### src/rtl/addsub_arbiter_if.sv
`default_nettype none
// ============================================================================
//  Module      : addsub_arbiter_if
//  Description : Bundle of request, shared-unit and response signals for
//                addsub_arbiter.
//                slave  - the arbiter side (addsub_arbiter uses this modport)
//                master - requesters, shared add/sub unit and response consumer
//  Signals     : req_valid/req_a/req_b/req_sub/req_ready - request channel,
//                operands packed per requester at [i*WIDTH +: WIDTH]
//                au_a/au_b/au_select/au_sum/au_carry     - shared unit link
//                rsp_valid/rsp_ready/rsp_id/rsp_sum/rsp_carry - response
//  Config      : ADDSUB_OVERFLOW_EN adds rsp_overflow to the response channel
//  Revision    : 1.0 - initial release
// ============================================================================
interface addsub_arbiter_if #(
    parameter int NUM_REQ = 4,
    parameter int WIDTH   = 32,
    parameter int ID_W    = 2
);
    logic [NUM_REQ-1:0]       req_valid;
    logic [NUM_REQ*WIDTH-1:0] req_a;
    logic [NUM_REQ*WIDTH-1:0] req_b;
    logic [NUM_REQ-1:0]       req_sub;
    logic [NUM_REQ-1:0]       req_ready;

    logic [WIDTH-1:0]         au_a;
    logic [WIDTH-1:0]         au_b;
    logic                     au_select;
    logic [WIDTH-1:0]         au_sum;
    logic                     au_carry;

    logic                     rsp_valid;
    logic                     rsp_ready;
    logic [ID_W-1:0]          rsp_id;
    logic [WIDTH-1:0]         rsp_sum;
    logic                     rsp_carry;

`ifdef ADDSUB_OVERFLOW_EN
    logic                     rsp_overflow;

    modport slave (
        input  req_valid, req_a, req_b, req_sub,
        output req_ready,
        output au_a, au_b, au_select,
        input  au_sum, au_carry,
        output rsp_valid, rsp_id, rsp_sum, rsp_carry, rsp_overflow,
        input  rsp_ready
    );

    modport master (
        output req_valid, req_a, req_b, req_sub,
        input  req_ready,
        input  au_a, au_b, au_select,
        output au_sum, au_carry,
        input  rsp_valid, rsp_id, rsp_sum, rsp_carry, rsp_overflow,
        output rsp_ready
    );
`else
    modport slave (
        input  req_valid, req_a, req_b, req_sub,
        output req_ready,
        output au_a, au_b, au_select,
        input  au_sum, au_carry,
        output rsp_valid, rsp_id, rsp_sum, rsp_carry,
        input  rsp_ready
    );

    modport master (
        output req_valid, req_a, req_b, req_sub,
        input  req_ready,
        input  au_a, au_b, au_select,
        output au_sum, au_carry,
        input  rsp_valid, rsp_id, rsp_sum, rsp_carry,
        output rsp_ready
    );
`endif
endinterface
`default_nettype wire

### src/rtl/addsub_arbiter.sv
`default_nettype none
// ============================================================================
//  Module      : addsub_arbiter
//  Description : Round-robin sharing of one combinational add/sub unit among
//                NUM_REQ requesters. A granted request's operands are
//                registered onto the unit, the result is captured after
//                SETTLE_CYCLES clocks and returned on a valid/ready response
//                channel tagged with the requester index.
//  Ports       : clk   - rising-edge clock
//                rst_n - asynchronous active-low reset
//                bus   - addsub_arbiter_if.slave (request, shared unit and
//                        response channels)
//  Config      : ADDSUB_OVERFLOW_EN adds a registered signed-overflow flag
//                (rsp_overflow) captured together with rsp_sum
//  Revision    : 1.0 - initial release
// ============================================================================
module addsub_arbiter #(
    parameter int NUM_REQ       = 4,
    parameter int WIDTH         = 32,
    parameter int ID_W          = 2,
    parameter int SETTLE_CYCLES = 2
) (
    input  logic            clk,
    input  logic            rst_n,
    addsub_arbiter_if.slave bus
);

    localparam logic [1:0] S_IDLE = 2'd0;
    localparam logic [1:0] S_WAIT = 2'd1;
    localparam logic [1:0] S_RESP = 2'd2;

    localparam int              CNT_W    = (SETTLE_CYCLES > 1) ? $clog2(SETTLE_CYCLES) : 1;
    localparam logic [CNT_W-1:0] CNT_INIT = CNT_W'(SETTLE_CYCLES - 1);
    localparam logic [ID_W-1:0]  LAST_ID  = ID_W'(NUM_REQ - 1);

    logic [1:0]       state;
    logic [1:0]       next_state;
    logic [ID_W-1:0]  rr_ptr;
    logic [CNT_W-1:0] cnt;
    logic [ID_W-1:0]  id;

    logic             grant_found;
    logic [ID_W-1:0]  grant_idx;
    logic [ID_W-1:0]  slot;

    logic [WIDTH-1:0] a_arr [NUM_REQ];
    logic [WIDTH-1:0] b_arr [NUM_REQ];

    for (genvar i = 0; i < NUM_REQ; i++) begin : g_unpack
        assign a_arr[i] = bus.req_a[i*WIDTH +: WIDTH];
        assign b_arr[i] = bus.req_b[i*WIDTH +: WIDTH];
    end

    // Scan starting at rr_ptr and wrapping; the first valid requester wins.
    always_comb begin
        grant_found = 1'b0;
        grant_idx   = '0;
        slot        = '0;
        for (int k = 0; k < NUM_REQ; k++) begin
            slot = ID_W'((int'(rr_ptr) + k) % NUM_REQ);
            if (!grant_found && bus.req_valid[slot]) begin
                grant_found = 1'b1;
                grant_idx   = slot;
            end
        end
    end

    // State register
    always_ff @(posedge clk or negedge rst_n) begin
        if (!rst_n) begin
            state <= S_IDLE;
        end else begin
            state <= next_state;
        end
    end

    // Next-state logic
    always_comb begin
        next_state = state;
        case (state)
            S_IDLE:  if (grant_found)   next_state = S_WAIT;
            S_WAIT:  if (cnt == '0)     next_state = S_RESP;
            S_RESP:  if (bus.rsp_ready) next_state = S_IDLE;
            default: next_state = S_IDLE;
        endcase
    end

    // Output logic: the accept strobe exists only while idle and out of reset.
    always_comb begin
        bus.req_ready = '0;
        if (rst_n && state == S_IDLE && grant_found) begin
            bus.req_ready[grant_idx] = 1'b1;
        end
    end

`ifdef ADDSUB_OVERFLOW_EN
    // MSB of the effective B operand the unit adds (inverted for subtract).
    logic b_eff_msb;
    assign b_eff_msb = bus.au_select ^ bus.au_b[WIDTH-1];
`endif

    // Datapath registers. au_* only move at grant so the shared unit sees
    // stable inputs for the whole settle window.
    always_ff @(posedge clk or negedge rst_n) begin
        if (!rst_n) begin
            rr_ptr        <= '0;
            cnt           <= '0;
            id            <= '0;
            bus.au_a      <= '0;
            bus.au_b      <= '0;
            bus.au_select <= 1'b0;
            bus.rsp_valid <= 1'b0;
            bus.rsp_id    <= '0;
            bus.rsp_sum   <= '0;
            bus.rsp_carry <= 1'b0;
`ifdef ADDSUB_OVERFLOW_EN
            bus.rsp_overflow <= 1'b0;
`endif
        end else begin
            case (state)
                S_IDLE: begin
                    if (grant_found) begin
                        bus.au_a      <= a_arr[grant_idx];
                        bus.au_b      <= b_arr[grant_idx];
                        bus.au_select <= bus.req_sub[grant_idx];
                        id            <= grant_idx;
                        rr_ptr        <= (grant_idx == LAST_ID) ? '0 : grant_idx + 1'b1;
                        cnt           <= CNT_INIT;
                    end
                end
                S_WAIT: begin
                    if (cnt != '0) begin
                        cnt <= cnt - 1'b1;
                    end else begin
                        bus.rsp_sum   <= bus.au_sum;
                        bus.rsp_carry <= bus.au_carry;
                        bus.rsp_id    <= id;
                        bus.rsp_valid <= 1'b1;
`ifdef ADDSUB_OVERFLOW_EN
                        bus.rsp_overflow <= (bus.au_a[WIDTH-1] == b_eff_msb) &&
                                            (bus.au_sum[WIDTH-1] != bus.au_a[WIDTH-1]);
`endif
                    end
                end
                S_RESP: begin
                    if (bus.rsp_ready) begin
                        bus.rsp_valid <= 1'b0;
                    end
                end
                default: begin
                    bus.rsp_valid <= 1'b0;
                end
            endcase
        end
    end

endmodule
`default_nettype wire

### src/flat_wrapper.sv
// flat-port wrapper written by rule: the top's interface ports become plain ports
module addsub_arbiter_flat 
#(
    parameter int NUM_REQ       = 4,
    parameter int WIDTH         = 32,
    parameter int ID_W          = 2,
    parameter int SETTLE_CYCLES = 2
)
  (clk, rst_n, bus_req_valid, bus_req_a, bus_req_b, bus_req_sub, bus_req_ready, bus_au_a, bus_au_b, bus_au_select, bus_au_sum, bus_au_carry, bus_rsp_valid, bus_rsp_id, bus_rsp_sum, bus_rsp_carry, bus_rsp_ready);
  addsub_arbiter_if #(.NUM_REQ(NUM_REQ), .WIDTH(WIDTH), .ID_W(ID_W)) bus_i ();
  input  logic clk;
  input  logic rst_n;
  input wire logic [$bits(bus_i.req_valid)-1:0] bus_req_valid;
  input wire logic [$bits(bus_i.req_a)-1:0] bus_req_a;
  input wire logic [$bits(bus_i.req_b)-1:0] bus_req_b;
  input wire logic [$bits(bus_i.req_sub)-1:0] bus_req_sub;
  output wire logic [$bits(bus_i.req_ready)-1:0] bus_req_ready;
  output wire logic [$bits(bus_i.au_a)-1:0] bus_au_a;
  output wire logic [$bits(bus_i.au_b)-1:0] bus_au_b;
  output wire logic [$bits(bus_i.au_select)-1:0] bus_au_select;
  input wire logic [$bits(bus_i.au_sum)-1:0] bus_au_sum;
  input wire logic [$bits(bus_i.au_carry)-1:0] bus_au_carry;
  output wire logic [$bits(bus_i.rsp_valid)-1:0] bus_rsp_valid;
  output wire logic [$bits(bus_i.rsp_id)-1:0] bus_rsp_id;
  output wire logic [$bits(bus_i.rsp_sum)-1:0] bus_rsp_sum;
  output wire logic [$bits(bus_i.rsp_carry)-1:0] bus_rsp_carry;
  input wire logic [$bits(bus_i.rsp_ready)-1:0] bus_rsp_ready;
  assign bus_i.req_valid = bus_req_valid;
  assign bus_i.req_a = bus_req_a;
  assign bus_i.req_b = bus_req_b;
  assign bus_i.req_sub = bus_req_sub;
  assign bus_req_ready = bus_i.req_ready;
  assign bus_au_a = bus_i.au_a;
  assign bus_au_b = bus_i.au_b;
  assign bus_au_select = bus_i.au_select;
  assign bus_i.au_sum = bus_au_sum;
  assign bus_i.au_carry = bus_au_carry;
  assign bus_rsp_valid = bus_i.rsp_valid;
  assign bus_rsp_id = bus_i.rsp_id;
  assign bus_rsp_sum = bus_i.rsp_sum;
  assign bus_rsp_carry = bus_i.rsp_carry;
  assign bus_i.rsp_ready = bus_rsp_ready;
  addsub_arbiter #(.NUM_REQ(NUM_REQ), .WIDTH(WIDTH), .ID_W(ID_W), .SETTLE_CYCLES(SETTLE_CYCLES)) u_core (.clk(clk), .rst_n(rst_n), .bus(bus_i));
endmodule
### config.mk
export PLATFORM = sky130hd
export DESIGN_NAME = addsub_arbiter_flat
export DESIGN_NICKNAME = d
export VERILOG_FILES = /design/src/rtl/addsub_arbiter_if.sv /design/src/rtl/addsub_arbiter.sv /design/src/flat_wrapper.sv
export SDC_FILE = /design/constraint.sdc
export NUM_CORES = 1
export LEC_CHECK = 0
export ABC_AREA = 1
export CAP_MARGIN = 20
export CORE_AREA = 3 3 157 159
export DETAILED_ROUTE_END_ITERATION = 12
export DIE_AREA = 0 0 160 162
export GPL_ROUTABILITY_DRIVEN = 0
export GPL_TIMING_DRIVEN = 0
export PLACE_DENSITY = 0.67
export REMOVE_ABC_BUFFERS = 1
export SYNTH_ARGS = -nofsm -noshare
export SYNTH_HDL_FRONTEND = slang
export SYNTH_SLANG_ARGS = --single-unit
### constraint.sdc
create_clock -name clk -period 2.7 [get_ports clk]
set_input_delay 0.54 -clock clk [delete_from_list [all_inputs] [get_ports clk]]
set_output_delay 0.54 -clock clk [all_outputs]
set_load 0.03 [all_outputs]
==> metrics.md <==
| Metric | Value |
|---|---|
| Status | finished with violations |
| Failing checks | negative setup slack |
| IO Count | 405 |
| Worst slew margin | 0.403 |
| Proportion of layout cells with a drive suffix above 1 | 0.106 |
| Final Hold Vio Count | 0 |
| TritonCTS clock tree | built |
| Crit-path max FO | 5 |
| Mapped Cells | 1154 |
| Core footprint | 0.0234 mm² |
| Commonest cells after routing, fill and taps aside | nand2_1 (547), clkdlybuf4s50_1 (395), nand3_1 (198) |
| Final Net Count | 1859 |
| Max VDD drop | 0.879 mV |
| FILL cells | 2345 |
| DRC viols | 0 |
| Clock sink count | 108 |
| Worst R2R Path Depth | 15 |
| P&R area growth vs syn | 72.4% |
| Detail Placement HPWL | 19100 µm |
| Leakage | 6.51 nW |
| Synth area leader | dfrtp_1 |
| Worst-case clock buffer depth | 2 |
| Via/cell ratio | 4.80 |
| Num CTS Buffers | 9 |
| Die span in x | 160 µm |
| Post-route ant nets | 0 |
| Hold crit path type | input pin to asynchronous set/reset pin |
| Most common cell after layout, fill and taps aside | nand2_1 |
| Global-route usage over all layers | 0.273 |
| Largest net degree at the start of global routing | 68 |
| Rows | 56 |
| Root Buffer | clkbuf_16 |
| Startpoint types | register |
| Cell total after placement | 1806 |
| Critical Path RT | 2.16 ns |
| Post-layout min period | 2.92 ns |
| CP Class | register to output port |
| CTS H-tree lvls | 3 |
| Routing usage on met1 | 0.331 |
| Synth unique cells | 22 |
| Max Cap Violations | 0 |
| Initial Util | 0.313 |
| Synth top area cells | dfrtp_1 (37%), nand2_1 (29%), nand3_1 (14%), inv_1 (7.1%), mux2_2 (5.4%) |
| Met3 GRT Util | 0.0643 |
| Post-CTS Hold Fix Bufs | 0 |
| Final WL | 36500 µm |
| WL/cell | 19.4 µm |
| Sequential share of the synthesized area | 0.369 |
| DRT Pass-1 Iters | 5 |
| RR Startpoint | u_core.rr_ptr[0] |
| RR Endpoint | u_core.bus.au_b[30] |
| Syn Std Cell Area | 0.00732 mm² |
| Total grt overflow | 0 |
| GRT met2 Usage | 0.466 |
| Reg clk slew, reported paths | 0.09 ns |
| Final Instance Count excl. Fillers | 1883 |
| Gr busiest metal | met2 |
| Worst Setup End Kind | output port |
| Vias in the first global route | 8801 |
| Total Die Area | 0.0259 mm² |
| Initial antenna violation count | 1 |
| Synthesis-stage register bit count | 108 |
| Pwr Total | 20.2 mW |
| Clock latency on the worst-skew pair | 0.36 ns |
| Overall die height | 162 µm |
| Fin crit share | 1.08 |
| Worst-Margin Slew | 0.892 ns |
| Synth warn | 0 |
| R2R Setup Slk | -0.05 ns |
| Worst setup margin | -0.224 ns |
| Initial DRC count | 488 |
| Arrival time of the worst setup path | 2.38 ns |
| Vias | 9034 |
| # setup viols final | 5 |
| Unrepaired setup endpoints after global routing | true |
| PwrDens | 1600 mW/mm² |
| Syn avg cell area | 6.34 µm² |
| PortBufs | 404 |
| FMAX | 0.342 GHz |
| Top cell type's share of synthesized area | 0.369 |
| Setup Skew | 0.0153 ns |
| Pins Over Slew Limit | 0 |
| First-pass GRT wire length | 53900 µm |
==> critical path: stages, from the launching register on <==
cell and delay (ns):
dfrtp_2 0.49, buf_6 0.16, nand2_4 0.07, nand2_4 0.07, buf_6 0.12, o21ai_4 0.19
nand4_1 0.27, nand2_8 0.17, buf_6 0.12, ha_4 0.12, inv_2 0.04, nor2_2 0.08
buf_6 0.14
==> worst max-delay path by stage <==
stage | cells after the start | slack [ns] | endpoint | startpoint
after floorplan | 9 | -3.64 | bus_req_ready[1] | u_core.rr_ptr[0]
after global placement | 12 | -7.77 | bus_req_ready[2] | bus_req_valid[3]
after detailed placement | 13 | -2.18 | bus_req_ready[2] | bus_req_valid[3]
after CTS | 13 | -0.13 | bus_req_ready[2] | u_core.rr_ptr[0]
after global routing | 12 | -0.34 | bus_req_ready[2] | u_core.rr_ptr[0]
final | 12 | -0.22 | bus_req_ready[2] | u_core.rr_ptr[0]
==> what timing repair did <==
item                       CTS  global route
pin swaps                   24            10
setup endpoints to repair   73            72
gates cloned                20             1
gates resized for setup     91             8
buffers inserted            32             7
==> area by class of cell <==
type / count / area (µm²) / area share
Inverter: 144 / 581 / 0.0460
Multi-Input combinational cell: 842 / 4100 / 0.325
Sequential cell: 108 / 2710 / 0.214
Clock inverter: 6 / 60.1 / 0.00476
Clock buffer: 10 / 229 / 0.0181
Timing Repair Buffer: 448 / 4510 / 0.357
Tap cell: 319 / 399 / 0.0316
Timing Repair inverter: 5 / 40.0 / 0.00317
Antenna cell: 1 / 2.50 / 0.000198
==> metrics by stage <==
stage                     setup TNS [ns]   util  cell area [µm²]  setup slack (ns)  hold WS, ns
after CTS                         -0.454  0.536            12500            -0.126        0.118
after global routing               -7.14  0.539            12600            -0.337        0.128
final                             -0.777  0.539            12600            -0.224        0.103
after floorplan                  -196.98      -             6920             -3.64        0.244
after global placement           -846.58  0.485            11400             -7.77        0.460
after detailed placement          -83.28  0.491            11500             -2.18        0.464
==> synth_stat cells <==
library cell and number:
nand3b_1 1, nor3_1 2, buf_1 6, mux2_2 35, ha_1 1, nand2_2 6, nand3_1 201, nand2_1 564
nor2_1 8, dfrtp_1 108, o21ai_0 4, nor2_4 1, buf_4 10, nand4_1 1, o21ai_1 2, inv_1 139
o21a_1 1, clkbuf_1 18, buf_6 6, buf_2 34, inv_2 5, a21oi_1 1
==> routing by layer <==
layer | vias to the layer above | wire length (µm)
li1 | 4354 | -
met1 | 4201 | 14600
met2 | 392 | 17800
met3 | 87 | 2790
met4 | 0 | 1380
met5 | - | 0
==> report_power, final <==
group          internal (mW)  total, mW  switching, mW  leakage [nW]
logic                   5.45       15.9           10.5          5.06
registers               2.48       2.93          0.446          1.31
clock network          0.647       1.34          0.694         0.134
total                   8.58       20.2           11.6          6.51
==> registers in the layout (all words and copies together) (netlist names) <==
register	flops
u_core.bus.au_a	32
u_core.bus.au_b	32
u_core.bus.rsp_sum	32
u_core.bus.rsp_id	2
u_core.id	2
u_core.rr_ptr	2
u_core.state	2
u_core.bus.au_select	1
u_core.bus.rsp_carry	1
u_core.bus.rsp_valid	1
u_core.cnt	1
==> kinds of logic (layout without fill, tap and decap cells) <==
| group | after synthesis | after routing | synth area share |
|---|---|---|---|
| buffers and inverters | 218 | 613 | 0.129 |
| adder cells (fa/ha/maj) | 1 | 1 | 0.00171 |
| multiplexers | 35 | 35 | 0.0538 |
| other | 0 | 1 | 0 |
| AO/OA/AOI/OAI | 8 | 8 | 0.00581 |
| AND/OR/NAND/NOR | 784 | 798 | 0.441 |
| flip-flops | 108 | 108 | 0.369 |
No activity file was read; power rests on OpenSTA's default activity.
